**src/rtl/lc3_pkg.sv**
```systemverilog
// Shared LC3 pipeline types and constants.
package lc3_pkg;

    typedef logic [15:0] word_t;

    typedef enum logic {
        IDLE = 1'b0,
        REQ  = 1'b1
    } fetch_state_e;

    localparam word_t       LC3_BASE_ADDR    = 16'h3000;
    localparam int unsigned LC3_STALL_THRESH = 1000;

endpackage

```
**src/rtl/lc3_stall_watchdog.sv**
```systemverilog
// Saturating stall counter with a sticky timeout flag; shared by memory-facing stages.
module lc3_stall_watchdog
    import lc3_pkg::*;
#(
    parameter int unsigned THRESH = LC3_STALL_THRESH
) (
    input  logic clock,
    input  logic reset_n,
    input  logic i_active,
    input  logic i_done,
    output logic o_timeout
);

    localparam int unsigned CNT_W = $clog2(THRESH + 1);

    logic [CNT_W-1:0] r_cnt;
    logic [CNT_W-1:0] w_cnt_nxt;
    logic             r_timeout;

    // Count waiting cycles, clear on completion or when idle, saturate at the threshold.
    always_comb begin
        w_cnt_nxt = r_cnt;
        if (!i_active || i_done) begin
            w_cnt_nxt = '0;
        end else if (r_cnt != CNT_W'(THRESH)) begin
            w_cnt_nxt = r_cnt + CNT_W'(1);
        end
    end

    // Counter register and sticky timeout, cleared only by reset.
    always_ff @(posedge clock) begin
        if (!reset_n) begin
            r_cnt     <= '0;
            r_timeout <= 1'b0;
        end else begin
            r_cnt <= w_cnt_nxt;
            if (w_cnt_nxt == CNT_W'(THRESH)) begin
                r_timeout <= 1'b1;
            end
        end
    end

    assign o_timeout = r_timeout;

endmodule

```
**src/rtl/lc3_fetch_unit.sv**
```systemverilog
// LC3 fetch stage: owns the PC, runs the instruction-memory handshake, squashes redirected fetches.
module lc3_fetch_unit
    import lc3_pkg::*;
#(
    parameter word_t       BASE_ADDR    = LC3_BASE_ADDR,
    parameter int unsigned STALL_THRESH = LC3_STALL_THRESH
) (
    input  logic        clock,
    input  logic        reset_n,
    input  logic        enable_fetch,
    input  logic        enable_updatePC,
    input  logic        br_taken,
    input  logic [15:0] taddr,
    input  logic [15:0] Instr_dout,
    input  logic        complete_instr,
    output logic [15:0] pc,
    output logic [15:0] npc_out,
    output logic        instrmem_rd,
    output logic [15:0] ir_out,
    output logic        ir_valid,
    output logic        fetch_busy,
    output logic        timeout_err
);

    fetch_state_e r_state;
    word_t        r_pc;
    word_t        r_ir;
    word_t        r_tgt;
    logic         r_rd;
    logic         r_irv;
    logic         r_pend;

    fetch_state_e w_state_nxt;
    word_t        w_pc_nxt;
    word_t        w_ir_nxt;
    word_t        w_tgt_nxt;
    logic         w_rd_nxt;
    logic         w_irv_nxt;
    logic         w_pend_nxt;
    logic         w_busy;

    // Next-state, PC and IR selection for the request/accept handshake.
    always_comb begin
        w_state_nxt = r_state;
        w_pc_nxt    = r_pc;
        w_ir_nxt    = r_ir;
        w_tgt_nxt   = r_tgt;
        w_rd_nxt    = r_rd;
        w_irv_nxt   = 1'b0;
        w_pend_nxt  = r_pend;
        case (r_state)
            IDLE: begin
                if (br_taken) begin
                    w_pc_nxt = taddr;
                end
                if (enable_fetch) begin
                    w_rd_nxt    = 1'b1;
                    w_state_nxt = REQ;
                end
            end
            REQ: begin
                if (complete_instr) begin
                    // A redirect arriving with the data takes precedence over a pending one.
                    if (br_taken) begin
                        w_pc_nxt = taddr;
                    end else if (r_pend) begin
                        w_pc_nxt = r_tgt;
                    end else begin
                        w_ir_nxt  = Instr_dout;
                        w_irv_nxt = 1'b1;
                        if (enable_updatePC) begin
                            w_pc_nxt = r_pc + 16'd1;
                        end
                    end
                    w_pend_nxt  = 1'b0;
                    w_rd_nxt    = enable_fetch;
                    w_state_nxt = enable_fetch ? REQ : IDLE;
                end else if (br_taken) begin
                    w_pend_nxt = 1'b1;
                    w_tgt_nxt  = taddr;
                end
            end
            default: begin
                w_state_nxt = IDLE;
                w_rd_nxt    = 1'b0;
            end
        endcase
    end

    // State, PC, IR and redirect registers.
    always_ff @(posedge clock) begin
        if (!reset_n) begin
            r_state <= IDLE;
            r_pc    <= BASE_ADDR;
            r_ir    <= 16'h0000;
            r_tgt   <= 16'h0000;
            r_rd    <= 1'b0;
            r_irv   <= 1'b0;
            r_pend  <= 1'b0;
        end else begin
            r_state <= w_state_nxt;
            r_pc    <= w_pc_nxt;
            r_ir    <= w_ir_nxt;
            r_tgt   <= w_tgt_nxt;
            r_rd    <= w_rd_nxt;
            r_irv   <= w_irv_nxt;
            r_pend  <= w_pend_nxt;
        end
    end

    assign w_busy = (r_state == REQ);

    lc3_stall_watchdog #(
        .THRESH (STALL_THRESH)
    ) u_watchdog (
        .clock     (clock),
        .reset_n   (reset_n),
        .i_active  (w_busy),
        .i_done    (complete_instr),
        .o_timeout (timeout_err)
    );

    assign pc          = r_pc;
    assign npc_out     = r_pc + 16'd1;
    assign instrmem_rd = r_rd;
    assign ir_out      = r_ir;
    assign ir_valid    = r_irv;
    assign fetch_busy  = w_busy;

endmodule

```
**config.mk**
```make
export PLATFORM = sky130hd
export DESIGN_NAME = lc3_fetch_unit
export DESIGN_NICKNAME = d
export VERILOG_FILES = /design/src/rtl/lc3_pkg.sv /design/src/rtl/lc3_stall_watchdog.sv /design/src/rtl/lc3_fetch_unit.sv
export SDC_FILE = /design/constraint.sdc
export NUM_CORES = 1
export LEC_CHECK = 0
export ABC_CLOCK_PERIOD_IN_PS = 3600
export BUFFER_PORTS_ARGS = -buffer_cell sky130_fd_sc_hd__buf_2
export CAP_MARGIN = 0
export CELL_PAD_IN_SITES_DETAIL_PLACEMENT = 0
export CELL_PAD_IN_SITES_GLOBAL_PLACEMENT = 1
export CORE_UTILIZATION = 41
export DETAILED_ROUTE_END_ITERATION = 8
export GPL_ROUTABILITY_DRIVEN = 0
export PLACE_DENSITY = 0.84
export SYNTH_ARGS = -nofsm -noshare
export SYNTH_HDL_FRONTEND = slang
export SYNTH_HIERARCHICAL = 1
export SYNTH_SLANG_ARGS = --single-unit
export TNS_END_PERCENT = 1
```
**constraint.sdc**
```tcl
create_clock -name clock -period 3.6 [get_ports clock]
set_clock_uncertainty 0.2 [all_clocks]
set_input_delay 0.36 -clock clock [delete_from_list [all_inputs] [get_ports clock]]
set_output_delay 0.36 -clock clock [all_outputs]
set_load 0.005 [all_outputs]
```
Word level (Yosys, flattened, before mapping)
Index checks and enable logic that the tools add are counted.
Storage, ports and cells
  output and inout bits: 52
  bits of input ports: 38
  flip-flop bits (word level): 63
  logic and storage cells: 48
Cells by class
  reduce and logical (&&, ||, !) cells: 9
  eq/ne operators: 6
  bitwise operators: 5
  $add $sub $neg: 2
  muxes and demuxes: 17
Operator list (number)
  $mux W16: 5
  $pmux W16 S2: 1
  $mux W10: 2
  $add A16 B1 Y16 const B: 1
  $add A10 B1 Y10 const B: 1
  $eq A10 B10 Y1 const B: 1
  $ne A10 B10 Y1 const B: 1
  $mux W1: 7
  $ne A2 B2 Y1 const B: 3
  $reduce_and A3 Y1: 2
  $not A1 Y1: 5
  $ne A4 B3 Y1 const B: 1
  $pmux W1 S2: 2
  $reduce_and A2 Y1: 2
  $reduce_and A4 Y1: 1
  $reduce_or A4 Y1: 1
  $reduce_bool A2 Y1: 1
  $logic_not A1 Y1: 1
  $logic_or A1 B1 Y1: 1

Depth between registers and ports, before layout
  depth in word-level cells: 6
  depth in mapped cells: 9
  mapped depth without buffers: 7

By module
Netlist, hierarchy kept.
By module, submodules not included
  lc3_fetch_unit: cells each 345, instances 1, area each 2685.1 sq um, sequential area each 1041.0 sq um
  lc3_stall_watchdog: cells each 85, instances 1, area each 710.7 sq um, sequential area each 220.2 sq um

Worst setup path after synthesis
OpenSTA, ideal clock, no wires.
  kind: register to register
  start point: register u_watchdog.r_cnt[0]
  end point: register u_watchdog.r_timeout, in the netlist u_watchdog/o_timeout
  period minus slack after synthesis: 2.221 ns
  path slack: 1.379 ns
  library setup time: 0.117 ns
  stages on the path, launching flop included: 10
  arrival: 1.904 ns
  required time: 3.283 ns
  buffers on the path: 2
  path through: dfxtp_1 -> clkbuf_1 -> inv_1 -> ha_1 -> nand4b_4 -> or4_4 -> buf_6 -> o2111ai_2 -> nor4b_1 -> a32o_1
Between the ends
  longest elaborated chain between the ends: 4
  elaborated cells between the ends (all ways): 5
  classes of those cells: add/sub: 1; eq/ne: 2; mux: 2
RTL lines
  start: declaration: RTL line lc3_stall_watchdog.sv:16  | logic [CNT_W-1:0] r_cnt;
  start signal: assignment: RTL line lc3_stall_watchdog.sv:36  | r_cnt <= w_cnt_nxt;
  $add A10 B1 Y10 / $ne A10 B10 Y1 (equally long branches): RTL line lc3_stall_watchdog.sv:26, lc3_stall_watchdog.sv:25
  $mux W10 *: RTL line lc3_stall_watchdog.sv:25  | end else if (r_cnt != CNT_W'(THRESH)) begin
  $mux W10 *: RTL line lc3_stall_watchdog.sv:23  | if (!i_active || i_done) begin
  $eq A10 B10 Y1 *: RTL line lc3_stall_watchdog.sv:37  | if (w_cnt_nxt == CNT_W'(THRESH)) begin
  end signal: assignment: RTL line lc3_stall_watchdog.sv:34  | r_timeout <= 1'b0;
  end signal: assignment: RTL line lc3_stall_watchdog.sv:38  | r_timeout <= 1'b1;
  end: declaration: RTL line lc3_stall_watchdog.sv:18  | logic r_timeout;
Every way passes the cells marked *; elsewhere a longest branch is shown, timed or not.
A chain may end at the register's enable or synchronous reset.

Worst setup path after layout
  start point: register r_pc[0], in the netlist pc[0]
  end point: output npc_out[6]
Between the ends
  longest elaborated chain between the ends: 1
RTL lines
  start: declaration: RTL line lc3_fetch_unit.sv:26  | word_t r_pc;
  start signal: assignment: RTL line lc3_fetch_unit.sv:102  | r_pc <= w_pc_nxt;
  $add A16 B1 Y16: RTL line lc3_fetch_unit.sv:124  | assign npc_out = r_pc + 16'd1;
  end: declaration: RTL line lc3_fetch_unit.sv:17  | output logic [15:0] npc_out,
No other way between the ends.

==> results.py <==
metrics = {
    "run_status": {
        "outcome": "finished, final reports clean",
    },
    "min_path": {
        "whs_path_depth": 3,
        "worstHoldStart": "Instr_dout[11]",
        "min_path_type": "in -> reg",
        "min_to": "ir_out[11]",
    },
    "route": {
        "wl_per_cell_um": 14.8,
        "drtPass1Iterations": 5,
        "num_vias": 3329,
        "viasPerCell": 5.47,
        "drt_iter0_markers": 123,
        "drcViolationCount": 0,
        "wl_um": 8990,
        "drtAntennaViolNets": 0,
    },
    "synth": {
        "synth_fp_nets": 471,
        "ys_ff_latch": 63,
        "yosysUniqueCellTypes": 66,
        "seq_area_frac_synth": 0.371,
        "yosys_warnings": 6,
        "synth_area_sq_um": 3400,
        "async_reset_ff_frac": 0,
        "synth_edf_count": 0,
        "syn_inst": 430,
        "synth_ff_type": "dfxtp_1",
        "syn_area_per_cell_sq_um": 7.90,
    },
    "sta": {
        "hold_viol": 0,
        "tns_ns": 0,
        "period_share": 0.738,
        "worst_pin_slew_ns": 0.971,
        "max_freq_ghz": 0.376,
        "drv_slew": 0,
        "period_minus_slack_ns": 2.66,
        "slew_headroom": 0.349,
        "rsz0062_at_grt": "false",
        "setup_violations": 0,
    },
    "floorplanning": {
        "start_util": 0.431,
        "die_h_um": 93.0,
        "die-area_sq_um": 8650,
        "io_pins": 90,
        "coreArea_sq_um": 7890,
        "rows": 32,
        "die_width_um": 93.0,
    },
    "power": {
        "peakVddDrop_v": 0.000205,
        "powerDensity_nw_per_um2": 394,
        "power_mw": 1.59,
        "p_leak_nw": 1.65,
    },
    "grt": {
        "grt_pass1_wl_um": 14800,
        "grt_usage": 0.218,
        "antenna_found_initial": 0,
        "overflow": 0,
        "grt_pass1_vias": 3039,
        "grt_max_degree": 27,
    },
    "place": {
        "dp_cells": 593,
        "io_buffers": 89,
        "dpl.hpwl_um": 6370,
    },
    "layout": {
        "area_delta_synth_final_pct": 18.5,
        "final_cells": 609,
        "drive_gt1_frac": 0.250,
        "nets": 543,
        "fillers": 786,
        "insertedDiodeCount": 0,
    },
    "worst_setup_path": {
        "path_depth": 5,
        "setup.worst_path.start": "pc[0]",
        "cp_cell_sequence": "ha_1 -> nand3_1 -> o21a_1 -> or2_2 -> buf_2",
        "r2r_slack_ns": 1.03,
        "critPathBufInv": 1,
        "cp_data_required_time_ns": 3.04,
        "crit_arrival_ns": 2.10,
        "setup.worst_path.class": "reg -> out",
        "critPathLaunchType": "flip-flop",
        "worstReg2RegStart": "r_pend",
        "end_kind": "primary output",
        "rr_endpoint": "pc[11]",
        "crit_family": "simple AND/OR/NAND/NOR gates",
        "cp_slowest_cell": "dfxtp_1",
        "cp_max_fo": 8,
        "rr_worst_depth": 4,
        "cp_slowest_stage_delay_ns": 0.48,
    },
    "clocking": {
        "numCtsBuffers": 9,
        "cts.sinks": 63,
        "path_clk_slew_ns": 0.08,
        "cts_tree": "yes",
        "cts.path.max_buffers": 2,
        "htreeDepth": 3,
        "clock_tree.root_cell": "clkbuf_8",
        "cts.repair.resized": 0,
        "cts_hold_buf": 0,
        "clkLatencyLatePin_ns": 0.35,
        "cts_setup_buffers": 0,
    },
    "run": {
        "max_cap_viol_count": 0,
    },
}
-- final cells by class --
cell class / count / area, sq um / area share
Timing Repair Buffer: 92 / 468 / 0.116
Sequential cell: 63 / 1260 / 0.313
Tap cell: 102 / 128 / 0.0317
Clock buffer: 9 / 124 / 0.0308
Clock inverter: 7 / 72.6 / 0.0180
Multi-Input combinational cell: 324 / 1930 / 0.479
Inverter: 12 / 45.0 / 0.0112
-- state kept, by name (all words and copies together) (netlist names) --
| register | count |
|---|---|
| r_tgt | 16 |
| ir_valid | 1 |
| ir_out | 16 |
| u_watchdog/r_cnt | 10 |
| u_watchdog/o_timeout | 1 |
| r_pend | 1 |
| pc | 16 |
| instrmem_rd | 1 |
| fetch_busy | 1 |
-- cells in the mapped netlist (2+ instances only) --
cell type,n,share of area
nor4_1,3,0.0055
nand3_1,8,0.012
nand4_2,2,0.0074
nor2b_1,4,0.0074
xor2_1,7,0.018
dfxtp_1,63,0.37
o221a_2,2,0.0066
clkbuf_1,12,0.013
buf_4,2,0.0044
nand2b_1,5,0.0092
o211ai_1,4,0.0088
a31o_1,2,0.0052
nor3_1,8,0.012
a211o_1,2,0.0052
o31ai_1,2,0.0044
buf_6,3,0.0099
o21a_1,6,0.013
buf_2,14,0.021
nor3_2,2,0.0059
clkinv_1,2,0.0022
o311ai_0,2,0.0052
a31oi_1,2,0.0037
and4_1,4,0.010
nor2_1,22,0.024
and2_1,2,0.0037
xnor2_1,12,0.031
and3_1,8,0.015
a32o_1,3,0.0088
nand4_1,7,0.013
nand2_1,93,0.10
inv_1,9,0.0099
or2_2,3,0.0055
ha_1,3,0.011
o311a_1,3,0.0088
a21oi_1,54,0.080
a21o_1,3,0.0066
o21ai_0,13,0.019
o22ai_1,2,0.0037
mux2i_1,5,0.015
-- power by group --
group,switching [mW],internal (mW)
Combinational,0.109,0.0930
Clock,0.299,0.320
Sequential,0.0415,0.724
Total,0.450,1.14
-- per-stage QoR --
step	setup WS (ns)	hold slack (ns)	utilization	area, sq um
6_report	0.942	0.0446	0.510	4020
5_1_grt	0.781	0.0476	0.510	4020
4_1_cts	0.930	0.0389	0.510	4020
3_5_place_dp	1.08	0.244	0.485	3830
3_3_place_gp	1.11	0.239	0.485	3830
2_1_floorplan	1.38	0.231	-	3400
-- how the worst max path moves through the flow --
stage | endpoint | slack (ns)
global placement | pc[11] | 1.11
finish | npc_out[6] | 0.94
floorplan | u_watchdog/o_timeout | 1.38
detailed placement | pc[11] | 1.08
global route | npc_out[6] | 0.78
CTS | npc_out[6] | 0.93
-- layer usage --
layer | up-vias | global-route usage | routed length (um)
li1 | 1654 | - | -
met1 | 1551 | 0.297 | 4310
met2 | 110 | 0.334 | 3880
met3 | 14 | 0.0528 | 630
met4 | 0 | 0.0756 | 176
met5 | - | 0 | 0
-- kinds of logic (layout without fill, tap and decap cells) --
logic type / count (synthesis) / count (layout) / synth area share
AOI/OAI and AO/OA: 110 / 110 / 0.208
xor gates and xnor gates: 19 / 19 / 0.0490
adders and majority gates: 3 / 3 / 0.0111
buffers and inverters: 43 / 120 / 0.0615
DFF: 63 / 63 / 0.371
muxes: 6 / 6 / 0.0188
and+or+nand+nor: 186 / 186 / 0.280
-- layout by cell type (no fill, tap or decap), types with 2 or more instances in the layout --
cell / count
o211ai_1: 4
xor2_1: 7
a31oi_1: 2
nor4_1: 3
nor3_1: 8
or2_2: 3
o311ai_0: 2
and2_1: 2
dfxtp_1: 63
and4_1: 4
clkinv_1: 2
buf_2: 89
a32o_1: 3
nor2_1: 22
xnor2_1: 12
inv_1: 9
ha_1: 3
nand2b_1: 5
o221a_2: 2
a21oi_1: 54
clkbuf_8: 9
a21o_1: 3
buf_4: 3
mux2i_1: 5
and3_1: 8
a31o_1: 2
nand3_1: 8
nand2_1: 93
o311a_1: 3
o21a_1: 6
a211o_1: 2
nor3_2: 2
o21ai_0: 13
nand4_2: 2
clkinv_2: 2
o22ai_1: 2
clkinvlp_4: 2
nor2b_1: 4
nand4_1: 7
o31ai_1: 2
-- worst register-to-register path: cells and delay by family, from the launching register on --
| kind | cells | cell delay [ns] |
|---|---|---|
| AOI/OAI and AO/OA | 2 | 0.52 |
| DFF | 1 | 0.92 |
| and+or+nand+nor | 2 | 0.83 |
No activity file was read; power rests on OpenSTA's default activity.
